===== src/rtl/safecrack_key_arbiter_if.sv =====
// Digit handshake between the keypad front end and the safe FSM.
// master: drives digit_valid/digit, samples digit_ready; slave: the reverse.
interface safecrack_key_arbiter_if;
  logic       digit_valid;
  logic [1:0] digit;
  logic       digit_ready;

  modport master (
    output digit_valid,
    output digit,
    input  digit_ready
  );

  modport slave (
    input  digit_valid,
    input  digit,
    output digit_ready
  );
endinterface


===== src/rtl/safecrack_key_arbiter.sv =====
// Keypad front end: sync + debounce four active-low keys, queue presses,
// round-robin grant onto the digit valid/ready link, flush on inhibit.
// Ports: clk, rst (sync, active high), keys_n, inhibit, clr_ovf,
//        dig (master: digit_valid/digit out, digit_ready in),
//        keys_stable, pending, overflow.
module safecrack_key_arbiter #(
  parameter int DEBOUNCE_CYCLES = 1_000_000,
  parameter int NUM_KEYS        = 4
) (
  input  logic                clk,
  input  logic                rst,
  input  logic [NUM_KEYS-1:0] keys_n,
  input  logic                inhibit,
  input  logic                clr_ovf,
  safecrack_key_arbiter_if.master dig,
  output logic [NUM_KEYS-1:0] keys_stable,
  output logic [NUM_KEYS-1:0] pending,
  output logic                overflow
);

  localparam int CW = $clog2(DEBOUNCE_CYCLES);
  localparam logic [CW-1:0] CMAX = CW'(DEBOUNCE_CYCLES - 1);

  logic [NUM_KEYS-1:0] sync1_q, sync2_q;
  logic [NUM_KEYS-1:0] stable_q, stable_d;
  logic [NUM_KEYS-1:0] pend_q, pend_d;
  logic [NUM_KEYS-1:0] pe, gnt;
  logic [CW-1:0]       cnt_q [NUM_KEYS];
  logic [CW-1:0]       cnt_d [NUM_KEYS];
  logic                valid_q, valid_d;
  logic [1:0]          digit_q, digit_d;
  logic [1:0]          rr_q, rr_d;
  logic [1:0]          gidx, scan;
  logic                gany, load, drop;
  logic                ovf_q, ovf_d;

  // Debounce: a key level is accepted only after it has differed
  // from the stable level for DEBOUNCE_CYCLES consecutive cycles.
  always_comb begin
    stable_d = stable_q;
    pe       = '0;
    for (int i = 0; i < NUM_KEYS; i++) begin
      cnt_d[i] = cnt_q[i];
      if (sync2_q[i] == stable_q[i]) begin
        cnt_d[i] = '0;
      end else if (cnt_q[i] == CMAX) begin
        stable_d[i] = sync2_q[i];
        cnt_d[i]    = '0;
        pe[i]       = sync2_q[i];
      end else begin
        cnt_d[i] = cnt_q[i] + 1'b1;
      end
    end
  end

  // Round-robin scan starting at rr_q over registered pending only.
  always_comb begin
    gany = 1'b0;
    gidx = rr_q;
    scan = rr_q;
    for (int k = 0; k < NUM_KEYS; k++) begin
      scan = rr_q + 2'(k);
      if (!gany && pend_q[scan]) begin
        gany = 1'b1;
        gidx = scan;
      end
    end
  end

  assign load = (~valid_q | dig.digit_ready) & ~inhibit;

  always_comb begin
    gnt = '0;
    if (load && gany) gnt[gidx] = 1'b1;
  end

  // A new press on a still-pending key that is not granted this edge is lost.
  assign drop   = ~inhibit & |(pe & pend_q & ~gnt);
  assign pend_d = inhibit ? '0 : ((pend_q & ~gnt) | pe);
  assign ovf_d  = drop | (ovf_q & ~clr_ovf);

  always_comb begin
    valid_d = valid_q;
    digit_d = digit_q;
    rr_d    = rr_q;
    if (inhibit) begin
      valid_d = 1'b0;
    end else if (load) begin
      if (gany) begin
        valid_d = 1'b1;
        digit_d = gidx;
        rr_d    = gidx + 2'd1;
      end else begin
        valid_d = 1'b0;
      end
    end
  end

  always_ff @(posedge clk) begin
    if (rst) begin
      sync1_q  <= '0;
      sync2_q  <= '0;
      stable_q <= '0;
      pend_q   <= '0;
      valid_q  <= 1'b0;
      digit_q  <= 2'd0;
      rr_q     <= 2'd0;
      ovf_q    <= 1'b0;
      for (int i = 0; i < NUM_KEYS; i++) cnt_q[i] <= '0;
    end else begin
      sync1_q  <= ~keys_n;
      sync2_q  <= sync1_q;
      stable_q <= stable_d;
      pend_q   <= pend_d;
      valid_q  <= valid_d;
      digit_q  <= digit_d;
      rr_q     <= rr_d;
      ovf_q    <= ovf_d;
      for (int i = 0; i < NUM_KEYS; i++) cnt_q[i] <= cnt_d[i];
    end
  end

  assign dig.digit_valid = valid_q;
  assign dig.digit       = digit_q;
  assign keys_stable     = stable_q;
  assign pending         = pend_q;
  assign overflow        = ovf_q;

endmodule


===== src/flat_wrapper.sv =====
// flat-port wrapper written by rule: the top's interface ports become plain ports
module safecrack_key_arbiter_flat 
#(
  parameter int DEBOUNCE_CYCLES = 1_000_000,
  parameter int NUM_KEYS        = 4
)
  (clk, rst, keys_n, inhibit, clr_ovf, keys_stable, pending, overflow, dig_digit_valid, dig_digit, dig_digit_ready);
  safecrack_key_arbiter_if dig_i ();
  input  logic clk;
  input  logic rst;
  input  logic [NUM_KEYS-1:0] keys_n;
  input  logic inhibit;
  input  logic clr_ovf;
  output logic [NUM_KEYS-1:0] keys_stable;
  output logic [NUM_KEYS-1:0] pending;
  output logic overflow;
  output wire logic [$bits(dig_i.digit_valid)-1:0] dig_digit_valid;
  output wire logic [$bits(dig_i.digit)-1:0] dig_digit;
  input wire logic [$bits(dig_i.digit_ready)-1:0] dig_digit_ready;
  assign dig_digit_valid = dig_i.digit_valid;
  assign dig_digit = dig_i.digit;
  assign dig_i.digit_ready = dig_digit_ready;
  safecrack_key_arbiter #(.DEBOUNCE_CYCLES(DEBOUNCE_CYCLES), .NUM_KEYS(NUM_KEYS)) u_core (.clk(clk), .rst(rst), .keys_n(keys_n), .inhibit(inhibit), .clr_ovf(clr_ovf), .dig(dig_i), .keys_stable(keys_stable), .pending(pending), .overflow(overflow));
endmodule

===== config.mk =====
export PLATFORM = sky130hd
export DESIGN_NAME = safecrack_key_arbiter_flat
export DESIGN_NICKNAME = d
export VERILOG_FILES = /design/src/rtl/safecrack_key_arbiter_if.sv /design/src/rtl/safecrack_key_arbiter.sv /design/src/flat_wrapper.sv
export SDC_FILE = /design/constraint.sdc
export NUM_CORES = 1
export LEC_CHECK = 0
export CAP_MARGIN = 20
export CORE_ASPECT_RATIO = 1.75
export CORE_MARGIN = 5
export CORE_UTILIZATION = 44
export DETAILED_ROUTE_END_ITERATION = 8
export PLACE_DENSITY = 0.62
export SKIP_CTS_REPAIR_TIMING = 1
export SLEW_MARGIN = 10
export SYNTH_ARGS = -nofsm -noshare
export SYNTH_HDL_FRONTEND = slang
export SYNTH_SLANG_ARGS = --single-unit

===== constraint.sdc =====
create_clock -name clk -period 1.95 [get_ports clk]
set_input_delay 0.39 -clock clk [delete_from_list [all_inputs] [get_ports clk]]
set_output_delay 0.39 -clock clk [all_outputs]
set_load 0.03 [all_outputs]

==> results.toml, run 1 <==
[run_status]
outcome = "finished clean"

[critical_path]
critical-path-top-delay-family = "buffers and inverters"
crit_slowest_cell = "clkdlybuf4s50_1"
crit_start = "u_core.keys_stable[0]"
startpoint_type = "register"
path_buf_inv = 1
max_stage_delay_ns = 0.71
worst_setup_path_end_kind = "primary output"
critPathMaxFanout = 4
timing.rr.start = "u_core.cnt_q[0][20]"
path_class = "reg -> out"
worstPathRequired_ns = 1.56
arrival_ns = 1.47
path_cells = "clkdlybuf4s50_1"

[pwr]
p_clk_frac = 0.435
switching_power_w = 0.000856
powerDensity_nw_per_um2 = 728
p_total_w = 0.00387
switching_share = 0.221
comb_power_share = 0.023
static-leakage-power_nw = 1.82
ir_drop_mv = 0.628
intPower_w = 0.00302
pwr-share-seq = 0.542

[clocking]
clock-sinks = 102
cts_tree = "built"
path_clk_slew_ns = 0.07
cts_root_buf = "clkbuf_16"
htree_levels = 3
worstSkewPairLatency_ns = 0.35
numCtsBuffers = 9
cts_buffer_depth = 2

[finish]
area_growth_syn_to_layout_pct = 20.8
fillCellCount = 944
drive_gt1_frac = 0.107
antennaDiodeCount = 0
final_cell_count_no_fill = 686
final_util = 0.540
layout.nets = 569
mostFrequentLayoutCells = "105 x nor2_1, 102 x dfxtp_1, 42 x xor2_1, 33 x xnor2_1, 31 x nand3_1"
final_common_cell = "nor2_1"

[route]
drtAntennaViolNets = 0
dr.first_iter.drc_count = 131
dr.pass1.iters = 4
wl_mm = 8.36
vias_per_cell = 5.05
vias = 3467
drt_drc_violations_left = 0
wire_per_inst_um = 12.2

[global_route]
grt_max_degree = 23
grt_overflow = 0
grt_pass1_wl_mm = 14.5
grt_usage = 0.146
grt_antenna_before_repair = 0
grt_pass1_vias = 3270

[sta]
clock-skew-final_ns = 0.00529
fin_tns_setup_ns = 0
fin_ws_ns = 0.0948
rsz0062_at_grt = "false"
finalMaxSlewViolations = 0
min_period_over_period = 0.951
timing.fmax_mhz = 539
hold_viol_final = 0
slew_headroom = 0.689
setup_viol = 0
worst_slew_pin_slew_ns = 0.463
fin_crit_ns = 1.86

[synthesis]
syn_inst = 503
synth_flop_cell = "dfxtp_1"
ys_warn_count = 0
syn_area_um2 = 4400
async_reset_ff_frac = 0
synth_edf_count = 0
syn-num-nets = 516
ys_seq_elements = 102
postSynthAreaPerCell_um2 = 8.75
ys_types = 44
seq_area_frac_synth = 0.464

[run]
max-cap-violations = 0

[die]
dieArea_um2 = 12200
start_util = 0.447
fp-row-count = 48
die_w_um = 85.6
die_h_um = 142
core_um2 = 9850
io_pins = 21

[worst_hold_path]
hold_path.class = "reg -> reg"
hold_start = "u_core.sync1_q[0]"

[placed_design]
pre_cts_ws_ns = -0.231
dp_cells = 669
gp_congestion = 0.821
port_buffers = 20
detailed_place_hpwl_mm = 6.11
-- routing by layer --
layer | GRT usage | share of wire
met5 | 0 | 0
met3 | 0.0336 | 0.026
met4 | 0.0701 | 0.022
met1 | 0.168 | 0.45
met2 | 0.254 | 0.50
-- power by group through the flow --
stage	clock network [W]	logic, W	registers [W]
after floorplan	0	0.0000400	0.00215
after global placement	0	0.0000865	0.00215
after detailed placement	0	0.0000872	0.00215
after CTS	0.00174	0.0000876	0.00210
after global routing	0.00184	0.0000977	0.00210
final	0.00169	0.0000886	0.00210
-- registers in the layout (all words and copies together), names as in the netlist, 2 cells and up --
name / cells
u_core.pending: 4
u_core.sync1_q: 4
u_core.keys_stable: 4
u_core.sync2_q: 4
u_core.rr_q: 2
u_core.dig.digit: 2
u_core.cnt_q: 80
-- final timing paths --
path,end,slack (ns),depth (start not counted)
worst max register to register,u_core.cnt_q[0][36],0.14,7
worst min-delay path,u_core.sync2_q[0],0.44,1
worst max-delay path,keys_stable[0],0.09,1
worst min register to register,u_core.sync2_q[0],0.44,1
-- cell usage after synthesis, types with 5 or more instances --
| cell type | count | area share |
|---|---|---|
| inv_1 | 17 | 0.015 |
| or3_1 | 6 | 0.0085 |
| buf_2 | 6 | 0.0068 |
| dfxtp_1 | 102 | 0.46 |
| nor4_1 | 6 | 0.0085 |
| a21oi_1 | 12 | 0.014 |
| xnor2_1 | 33 | 0.066 |
| nor2_1 | 105 | 0.090 |
| and4_1 | 7 | 0.014 |
| nand2_1 | 28 | 0.024 |
| nand4_1 | 16 | 0.023 |
| xor2_1 | 42 | 0.084 |
| and3_1 | 17 | 0.024 |
| nor3_1 | 11 | 0.013 |
| nor2b_1 | 11 | 0.016 |
| nand2b_1 | 6 | 0.0085 |
| mux2i_1 | 5 | 0.011 |
| nand3_1 | 32 | 0.036 |
-- logic make-up (layout without fill, tap and decap cells) --
group | after synthesis | after routing | share of synthesized area
compound gates | 30 | 30 | 0.0463
xor+xnor | 75 | 75 | 0.149
fa+ha+maj | 4 | 4 | 0.0114
buf+inv | 28 | 86 | 0.0273
flops | 102 | 102 | 0.464
mux | 5 | 5 | 0.0114
simple gates | 259 | 259 | 0.290
-- metrics by stage --
stage	area [um2]	hold WS [ns]
floorplan	4400	0.414
CTS	5260	0.436
global route	5320	0.459
finish	5320	0.436
detailed placement	4970	0.420
global placement	4970	0.421
-- area by class of cell --
| type | count | area (um2) | area share |
|---|---|---|---|
| Multi-Input combinational cell | 373 | 2270 | 0.428 |
| Sequential cell | 102 | 2040 | 0.384 |
| Timing Repair Buffer | 52 | 495 | 0.0932 |
| Clock buffer | 9 | 225 | 0.0424 |
| Tap cell | 125 | 156 | 0.0294 |
| Inverter | 18 | 67.6 | 0.0127 |
| Clock inverter | 7 | 57.6 | 0.0108 |
Note: power is estimated with default switching activity, not from simulation.
==> run 2: changes to the inputs <==
==> constraint.sdc (replaced) <==
create_clock -name clk -period 2.16 [get_ports clk]
set_input_delay 0.432 -clock clk [delete_from_list [all_inputs] [get_ports clk]]
set_output_delay 0.432 -clock clk [all_outputs]
set_load 0.03 [all_outputs]
==> run 2 against run 1 <==
Critical path depth unchanged. Sequential share of layout area increased by 1.6 points. Global-route usage increased by 0.46 points. Register-to-register slack about the same. Routed wire length increased by 1.9%. Clock-buffer cell count increased by 4. Flip-flop and latch count unchanged. Highest routed layer unchanged.
==> results.toml, run 2 (synthesis results as in run 1) <==
[die]
die_w_um = 85.6
core_um2 = 9850
die_h_um = 142
fp-row-count = 48
io_pins = 21
dieArea_um2 = 12200
start_util = 0.447

[critical_path]
critPathMaxFanout = 9
startpoint_type = "register"
worstPathRequired_ns = 1.73
cp.depth = 1
crit_start = "u_core.pending[0]"
path_class = "reg -> out"
r2r_end = "u_core.cnt_q[0][58]"
arrival_ns = 1.58
crit_slowest_cell = "clkdlybuf4s50_1"
critical-path-top-delay-family = "buffers and inverters"
timing.rr.start = "u_core.cnt_q[0][40]"
max_stage_delay_ns = 0.74
worst_setup_path_end_kind = "primary output"
path_cells = "clkdlybuf4s50_1"
endpoint = "pending[0]"
path_buf_inv = 1
r2r_slack_ns = 0.15
r2r_cells = 8

[clocking]
path_clk_slew_ns = 0.06
numCtsBuffers = 9
cts_tree = "built"
cts_root_buf = "clkbuf_16"
worstSkewPairLatency_ns = 0.34
htree_levels = 3
cts_buffer_depth = 2
clock-sinks = 102

[route]
wire_per_inst_um = 12.8
vias = 3443
dr.pass1.iters = 4
drtAntennaViolNets = 0
dr.first_iter.drc_count = 146
wl_mm = 8.52
drt_drc_violations_left = 0
vias_per_cell = 5.16

[worst_hold_path]
hold_path.class = "reg -> reg"
hold_start = "u_core.sync1_q[2]"

[pwr]
static-leakage-power_nw = 1.67
powerDensity_nw_per_um2 = 675
p_clk_frac = 0.429
pwr-share-seq = 0.551
switching_power_w = 0.000706
comb_power_share = 0.021
switching_share = 0.205
intPower_w = 0.00274
ir_drop_mv = 0.426

[finish]
largest_register_ff_count = 80
drive_gt1_frac = 0.0590
fillCellCount = 947
largest_register = "u_core.cnt_q"
area_growth_syn_to_layout_pct = 15.9
antennaDiodeCount = 0
layout.nets = 550
final_common_cell = "nor2_1"
mostFrequentLayoutCells = "105 x nor2_1, 102 x dfxtp_1, 42 x xor2_1, 33 x xnor2_1, 32 x nand3_1"

[run]
max-cap-violations = 0

[global_route]
grt_max_degree = 21
grt_pass1_wl_mm = 15.0
use_met2 = 0.263
grt_antenna_before_repair = 0
grt_pass1_vias = 3412
use_met3 = 0.0319
gr-usage-met1 = 0.175
grt_overflow = 0
grt_usage = 0.151
top_usage_layer = "met2"

[sta]
setup_viol = 0
holdWs_ns = 0.443
min_period_over_period = 0.932
hold_viol_final = 0
clock-skew-final_ns = 0.00778
slew_headroom = 0.674
timing.fmax_mhz = 497
worst_slew_pin_slew_ns = 0.486
fin_ws_ns = 0.146
rsz0062_at_grt = "false"
fin_crit_ns = 2.01
finalMaxSlewViolations = 0

[placed_design]
gp_congestion = 0.788
port_buffers = 20
pre_cts_ws_ns = -0.0898
detailed_place_hpwl_mm = 6.19

[run_status]
outcome = "finished clean"
-- run 2: final cells by class --
class	count	area (um2)	area share
flip-flops and latches	102	2040	0.400
multi-input cells	373	2240	0.439
clock buffers	13	250	0.0491
inverters	18	67.6	0.0133
clock inverters	3	20.0	0.00393
repair buffers	33	323	0.0633
well taps	125	156	0.0307
-- run 2: metrics by stage --
| stage | utilization | total power, W | instances | TNS (ns) | instance area, um2 |
|---|---|---|---|---|---|
| after floorplan | - | 0.00198 | 503 | 0 | 4400 |
| final | 0.518 | 0.00344 | 667 | 0 | 5100 |
| after CTS | 0.518 | 0.00350 | 667 | 0 | 5100 |
| after global placement | 0.490 | 0.00201 | 651 | -0.0239 | 4830 |
| after detailed placement | 0.490 | 0.00201 | 651 | -0.0898 | 4830 |
| after global routing | 0.518 | 0.00360 | 667 | 0 | 5100 |
-- run 2: power by group through the flow --
stage	clock network (W)	logic (W)	registers, W
after floorplan	0	0.0000361	0.00194
after global placement	0	0.0000711	0.00194
after detailed placement	0	0.0000720	0.00194
after CTS	0.00153	0.0000722	0.00190
after global routing	0.00163	0.0000786	0.00190
final	0.00148	0.0000713	0.00190
-- run 2: how the worst min path moves through the flow --
| stage | cells past startpoint | end | slack (ns) |
|---|---|---|---|
| after CTS | 1 | u_core.sync2_q[2] | 0.45 |
| after global routing | 1 | u_core.sync2_q[1] | 0.47 |
| final | 1 | u_core.sync2_q[2] | 0.44 |
| after floorplan | 1 | u_core.sync2_q[0] | 0.41 |
| after detailed placement | 1 | u_core.sync2_q[2] | 0.43 |
| after global placement | 1 | u_core.sync2_q[2] | 0.42 |
-- run 2: worst reg2reg max path, delay by kind of cell, from the launching register on --
family / cells / cell delay, ns
simple gates: 6 / 1.15
buf+inv: 1 / 0.16
fa+ha+maj: 1 / 0.22
flops: 1 / 0.38
-- run 2: metal layers --
| layer | share of wire | up-vias |
|---|---|---|
| li1 | - | 1772 |
| met1 | 0.44 | 1623 |
| met2 | 0.51 | 38 |
| met3 | 0.024 | 10 |
| met4 | 0.019 | 0 |
| met5 | 0 | - |
